<file path="config.mk">
export PLATFORM = sky130hd
export DESIGN_NAME = nco_phase_gen
export DESIGN_NICKNAME = d
export VERILOG_FILES = /design/src/rtl/cordic_pkg.sv /design/src/rtl/nco_phase_acc.sv /design/src/rtl/nco_phase_gen.sv
export SDC_FILE = /design/constraint.sdc
export NUM_CORES = 1
export LEC_CHECK = 0
export BUFFER_PORTS_ARGS = -buffer_cell sky130_fd_sc_hd__buf_4
export CAP_MARGIN = 20
export CORE_MARGIN = 2
export CORE_UTILIZATION = 50
export DETAILED_ROUTE_END_ITERATION = 10
export PLACE_DENSITY = 0.77
export SYNTH_ARGS = -nofsm -noshare
export SYNTH_HDL_FRONTEND = slang
export SYNTH_SLANG_ARGS = --single-unit
</file>
<file path="constraint.sdc">
create_clock -name clk -period 7.85 [get_ports clk]
set_input_delay 0.3925 -clock clk [delete_from_list [all_inputs] [get_ports clk]]
set_output_delay 0.3925 -clock clk [all_outputs]
set_load 0.01 [all_outputs]
</file>
<file path="src/rtl/cordic_pkg.sv">
// -----------------------------------------------------------------------------
// cordic_pkg
// Definitions shared by the cordic sin/cos engine and the blocks that feed it.
//   THETA_W      : width of the theta phase word handed to cordic
//   nco_state_e  : phase-generator control states
//   hs_xfer()    : valid/ready handshake transfer condition
// -----------------------------------------------------------------------------
package cordic_pkg;

    localparam int unsigned THETA_W = 16;

    typedef enum logic [1:0] {
        StIdle  = 2'd0,
        StIssue = 2'd1,
        StWait  = 2'd2,
        StDone  = 2'd3
    } nco_state_e;

    // A word moves on any edge where the producer offers it and the consumer takes it.
    function automatic logic hs_xfer(input logic valid, input logic ready);
        return valid & ready;
    endfunction

endpackage

</file>
<file path="src/rtl/nco_phase_acc.sv">
// -----------------------------------------------------------------------------
// nco_phase_acc
// Phase accumulator register plus theta adder for the NCO.
// Ports:
//   clk        : clock
//   rstb       : synchronous active-low reset, clears the accumulator
//   clr        : clear the accumulator at the next edge (start of a run)
//   adv        : advance the accumulator by ftw at the next edge
//   ftw        : frequency tuning word (ACC_W bits)
//   phase_off  : constant phase offset added to the accumulator's top bits
//   theta_next : theta that belongs to the accumulator value after advancing
// -----------------------------------------------------------------------------
module nco_phase_acc
    import cordic_pkg::*;
#(
    parameter int unsigned ACC_W = 24
) (
    input  logic               clk,
    input  logic               rstb,
    input  logic               clr,
    input  logic               adv,
    input  logic [ACC_W-1:0]   ftw,
    input  logic [THETA_W-1:0] phase_off,
    output logic [THETA_W-1:0] theta_next
);

    logic [ACC_W-1:0] acc_q;
    logic [ACC_W-1:0] acc_d;
    logic [ACC_W-1:0] acc_sum;

    // Modular add; the carry out of the top bit is simply dropped.
    always_comb begin
        acc_sum = acc_q + ftw;
    end

    // clr has priority so a run always starts from phase zero.
    always_comb begin
        acc_d = acc_q;
        if (clr) begin
            acc_d = '0;
        end else if (adv) begin
            acc_d = acc_sum;
        end
    end

    always_ff @(posedge clk) begin
        if (!rstb) begin
            acc_q <= '0;
        end else begin
            acc_q <= acc_d;
        end
    end

    // theta tracks the accumulator's top THETA_W bits, offset mod 2^THETA_W.
    assign theta_next = acc_sum[ACC_W-1 -: THETA_W] + phase_off;

endmodule

</file>
<file path="src/rtl/nco_phase_gen.sv">
// -----------------------------------------------------------------------------
// nco_phase_gen
// Numerically controlled phase generator feeding the cordic engine. Issues one
// theta at a time over the in_valid/ready handshake and advances the phase
// accumulator once per completed conversion. Runs a burst of num_samples, or
// runs continuously (num_samples = 0) until stop.
// Ports:
//   clk          : clock
//   rstb         : synchronous active-low reset
//   start        : begin a run (only honoured while idle)
//   stop         : abort the current run (no done pulse)
//   ftw          : frequency tuning word, latched on start
//   phase_off    : phase offset, latched on start
//   num_samples  : samples per run, latched on start; 0 = continuous
//   cordic_ready : cordic ready; also marks the cordic result as produced
//   theta        : phase word to cordic
//   theta_valid  : cordic in_valid
//   busy         : high whenever a run is in progress (including the done cycle)
//   done         : one-cycle pulse when a burst completes normally
//   sample_idx   : conversions completed in the current run
// -----------------------------------------------------------------------------
module nco_phase_gen
    import cordic_pkg::*;
#(
    parameter int unsigned ACC_W = 24,
    parameter int unsigned CNT_W = 16
) (
    input  logic               clk,
    input  logic               rstb,
    input  logic               start,
    input  logic               stop,
    input  logic [ACC_W-1:0]   ftw,
    input  logic [THETA_W-1:0] phase_off,
    input  logic [CNT_W-1:0]   num_samples,
    input  logic               cordic_ready,
    output logic [THETA_W-1:0] theta,
    output logic               theta_valid,
    output logic               busy,
    output logic               done,
    output logic [CNT_W-1:0]   sample_idx
);

    nco_state_e         state_q;
    logic [ACC_W-1:0]   ftw_q;
    logic [THETA_W-1:0] phase_off_q;
    logic [CNT_W-1:0]   num_samples_q;
    logic [CNT_W-1:0]   sample_idx_q;
    logic [THETA_W-1:0] theta_q;
    logic               theta_valid_q;
    logic               busy_q;
    logic               done_q;
    // Set on the transfer edge: cordic_ready is still high on the following
    // edge and must not be mistaken for a finished conversion.
    logic               guard_q;
    // Remembers a stop seen while a conversion is in flight.
    logic               stop_seen_q;

    logic               xfer;
    logic               run_go;
    logic               complete;
    logic               last_sample;
    logic [CNT_W-1:0]   sample_inc;
    logic [THETA_W-1:0] theta_next;

    always_comb begin
        xfer        = hs_xfer(theta_valid_q, cordic_ready);
        run_go      = (state_q == StIdle) && start && !stop;
        complete    = (state_q == StWait) && !guard_q && cordic_ready;
        sample_inc  = sample_idx_q + CNT_W'(1);
        last_sample = (num_samples_q != '0) && (sample_inc == num_samples_q);
    end

    nco_phase_acc #(
        .ACC_W (ACC_W)
    ) u_acc (
        .clk        (clk),
        .rstb       (rstb),
        .clr        (run_go),
        .adv        (complete),
        .ftw        (ftw_q),
        .phase_off  (phase_off_q),
        .theta_next (theta_next)
    );

    always_ff @(posedge clk) begin
        if (!rstb) begin
            state_q       <= StIdle;
            ftw_q         <= '0;
            phase_off_q   <= '0;
            num_samples_q <= '0;
            sample_idx_q  <= '0;
            theta_q       <= '0;
            theta_valid_q <= 1'b0;
            busy_q        <= 1'b0;
            done_q        <= 1'b0;
            guard_q       <= 1'b0;
            stop_seen_q   <= 1'b0;
        end else begin
            done_q <= 1'b0;
            unique case (state_q)
                StIdle: begin
                    theta_valid_q <= 1'b0;
                    busy_q        <= 1'b0;
                    if (run_go) begin
                        ftw_q         <= ftw;
                        phase_off_q   <= phase_off;
                        num_samples_q <= num_samples;
                        sample_idx_q  <= '0;
                        // The accumulator restarts at zero, so the first sample is the offset.
                        theta_q       <= phase_off;
                        theta_valid_q <= 1'b1;
                        busy_q        <= 1'b1;
                        guard_q       <= 1'b0;
                        stop_seen_q   <= 1'b0;
                        state_q       <= StIssue;
                    end
                end

                StIssue: begin
                    if (xfer) begin
                        // A stop on the transfer edge is deferred until the result lands.
                        theta_valid_q <= 1'b0;
                        guard_q       <= 1'b1;
                        stop_seen_q   <= stop;
                        state_q       <= StWait;
                    end else if (stop) begin
                        theta_valid_q <= 1'b0;
                        busy_q        <= 1'b0;
                        state_q       <= StIdle;
                    end
                end

                StWait: begin
                    guard_q <= 1'b0;
                    if (stop) begin
                        stop_seen_q <= 1'b1;
                    end
                    if (complete) begin
                        sample_idx_q <= sample_inc;
                        theta_q      <= theta_next;
                        if (stop_seen_q || stop) begin
                            busy_q  <= 1'b0;
                            state_q <= StIdle;
                        end else if (last_sample) begin
                            done_q  <= 1'b1;
                            state_q <= StDone;
                        end else begin
                            theta_valid_q <= 1'b1;
                            state_q       <= StIssue;
                        end
                    end
                end

                StDone: begin
                    busy_q  <= 1'b0;
                    state_q <= StIdle;
                end

                default: begin
                    state_q <= StIdle;
                end
            endcase
        end
    end

    assign theta       = theta_q;
    assign theta_valid = theta_valid_q;
    assign busy        = busy_q;
    assign done        = done_q;
    assign sample_idx  = sample_idx_q;

endmodule

</file>
==> out/metrics.yaml <==
grt_usage_pct: 25.4
start_util_pct: 51.2
grt_pass1_wl_um: 30400
netlist_top_cells_area: "dfxtp_1 34%, nand2_1 11%, a21oi_1 9.3%"
first_pass_iters: 5
rsz0062_at_grt: "false"
syn-cell-area_mm2: 0.00708
synth_cell_types: 69
met2_usage_pct: 44.0
use_met3_pct: 4.66
clk_pin_slew_ns: 0.06
async_reset_ff_share_pct: 0
cts_sinks: 119
gp_congestion: 0.946
worstPathArrival_ns: 4.88
synthSimpleGateAreaFrac_pct: 22.7
numPortBuffers: 95
wirelength_um: 18300
grt_busiest_layer: "met2"
drive_gt1_share_pct: 15.2
grt_overflow: 0
finalHoldViolCount: 0
ios: 96
antenna_cells: 0
fmax_ghz: 0.219
synth-edff-count: 0
dieArea_mm2: 0.0151
ys_warn_count: 0
switching_share_pct: 32.2
detail_route.wl_per_cell_um: 15.5
netlist.area_leader.share_pct: 33.7
final_cell_mix: "210 x nand2_1, 131 x a21oi_1, 119 x dfxtp_1, 101 x buf_4, 56 x nor2_1"
power.density_mw_per_mm2: 269
holdWs_ns: 0.216
period_share_pct: 58.3
dp_hpwl_um: 12700
vdd_drop_max_uv: 164
fin_setup_tns_ns: 0
reg2reg_depth: 18
root_buffer: "clkbuf_16"
synthMuxAreaShare_pct: 2.14
dieWidth_um: 123
sequentialPowerShare_pct: 32.1
hold_depth: 3
clk_path_buf_depth: 2
tightestPinTransition_ns: 0.939
setup_violations: 0
yosys.area_share.adder_pct: 8.88
finalClockSkew_ns: 0.00785
fin_crit_ns: 4.57
core_mm2: 0.0138
cts_made_buffers: 17
syn_avg_cell_area_um2: 7.73
max_slew_margin_pct: 37.2
mostFrequentLayoutCell: "nand2_1"
insertion_delay_ns: 0.42
finalPower_mw: 2.30
switching_power_uw: 740
cts_setup_buffers: 0
antenna_found_initial: 0
synth_xor_area_share_pct: 6.63
num_vias: 6664
p_int_mw: 1.56
htree_levels: 4
syn_to_final_growth_pct: 20.8
max_cap_violations: 0
rows: 43
cts_tree: "built"
crit_fanout: 4
post_drt_via_cell_ratio: 5.64
cts_hold_buffers: 0
grtUsageMet1_pct: 31.4
postSynthCellCount: 915
synth.largest_area_cell: "dfxtp_1"
end_kind: "register"
drtAntennaViolNets: 0
fp.dieH_um: 123
nets: 1098
pwr-share-clk_pct: 39.4
crit_required_ns: 8.16
comb_power_share_pct: 28.5
path_class: "register to register"
critPathLaunchType: "register"
finalMaxSlewViolations: 0
outcome: "completed"
drtIter0Drc: 500
hp-class: "input port to register"
synth_seq_area_share_pct: 33.7
ys_ff_latch: 119
synth_top_family_by_area: "simple AND/OR/NAND/NOR gates"
synth_ff_type: "dfxtp_1"
syn_nets: 1025
cts_resized: 0
remaining_drc_errors: 0
leakage_nw: 3.62
synth-compound-area-share_pct: 21.6
grt_max_degree: 66
first_global_vias: 6419
final cells by class:
type / instances / area, um2
sequential: 119 / 2380
timing repair buffer: 103 / 813
tap: 180 / 225
fill: 1250 / 5280
clock buffer: 20 / 467
inverter: 14 / 52.6
multi-input combinational: 733 / 4380
clock inverter: 12 / 221
metrics by stage:
step / cell area, um2 / instances / util (%) / worst slack (ns)
CTS: 8490 / 1179 / 61.4 / 3.30
finish: 8550 / 1181 / 61.8 / 3.28
global route: 8550 / 1181 / 61.8 / 2.79
detailed placement: 7800 / 1147 / 56.4 / 3.37
global placement: 7800 / 1147 / 56.4 / 3.49
floorplan: 7080 / 915 / - / 3.84
per-layer routing:
layer / share of wire (%) / vias to the layer above
met5: 0 / -
met4: 1.5 / 0
met3: 4.5 / 21
met2: 50 / 162
met1: 44 / 3111
li1: - / 3370
registers in the layout, indices dropped and copies added, names as in the netlist:
register and count:
busy 1, done 1, ftw_q 24, guard_q 1, num_samples_q 16, phase_off_q 16, sample_idx 16, state_q 2
stop_seen_q 1, theta 16, theta_valid 1, u_acc.acc_q 24
worst max-delay path: stages (launching register included):
cell and delay, ns:
dfxtp_1 0.31, ha_1 0.24, fa_1 0.41, a21o_1 0.19, a21oi_1 0.28, o21ai_1 0.13
a31oi_1 0.31, nand2b_1 0.10, a21oi_1 0.18, xnor2_1 0.18, ha_1 0.32, o21a_1 0.14
a2111oi_0 0.41, nor3_1 0.17, a221oi_2 0.31, o21ai_0 0.14, a21oi_1 0.19, xnor3_1 0.24
o211a_1 0.21
worst paths after layout:
check                                                 start                             end  slack [ns]
worst max-delay path                  ftw_q[0]$_SDFFE_PN0P_          theta[15]$_SDFFE_PN0P_        3.28
worst min-delay path                        num_samples[13]  num_samples_q[13]$_SDFFE_PN0P_        0.22
worst min register to register  u_acc.acc_q[7]$_SDFFE_PP0P_     u_acc.acc_q[7]$_SDFFE_PP0P_        0.45
worst max register to register        ftw_q[0]$_SDFFE_PN0P_          theta[15]$_SDFFE_PN0P_        3.28
Yosys cell counts (3+ instances only):
cell,instances
mux2i_1,14
inv_1,13
dfxtp_1,119
xnor2_1,36
clkbuf_8,3
or3_1,5
nand4_1,10
o21bai_1,6
a211oi_1,16
nand2_1,210
xor2_1,15
o21ai_0,35
nor2b_1,7
a311oi_1,4
nor3_1,19
nor4_1,8
a31oi_1,4
a21o_1,17
o21a_1,8
o22ai_1,3
nand3_1,23
ha_1,47
clkbuf_1,39
o211ai_1,5
nor2_1,56
a21oi_1,131
and2_1,4
o21ai_1,3
cells by family after synthesis:
logic type | Yosys count
AND/OR/NAND/NOR | 362
adder cells (fa/ha/maj) | 49
AO/OA/AOI/OAI | 255
buffers and inverters | 63
XOR/XNOR | 52
flip-flops | 119
multiplexers | 15
power groups by stage:
stage	clock network [mW]	registers [mW]	logic (mW)
floorplan	0	0.749	0.430
global placement	0	0.747	0.629
detailed placement	0	0.750	0.637
CTS	0.916	0.738	0.644
global route	0.941	0.747	0.736
finish	0.906	0.738	0.654
Power figures use the tool's default switching activity.
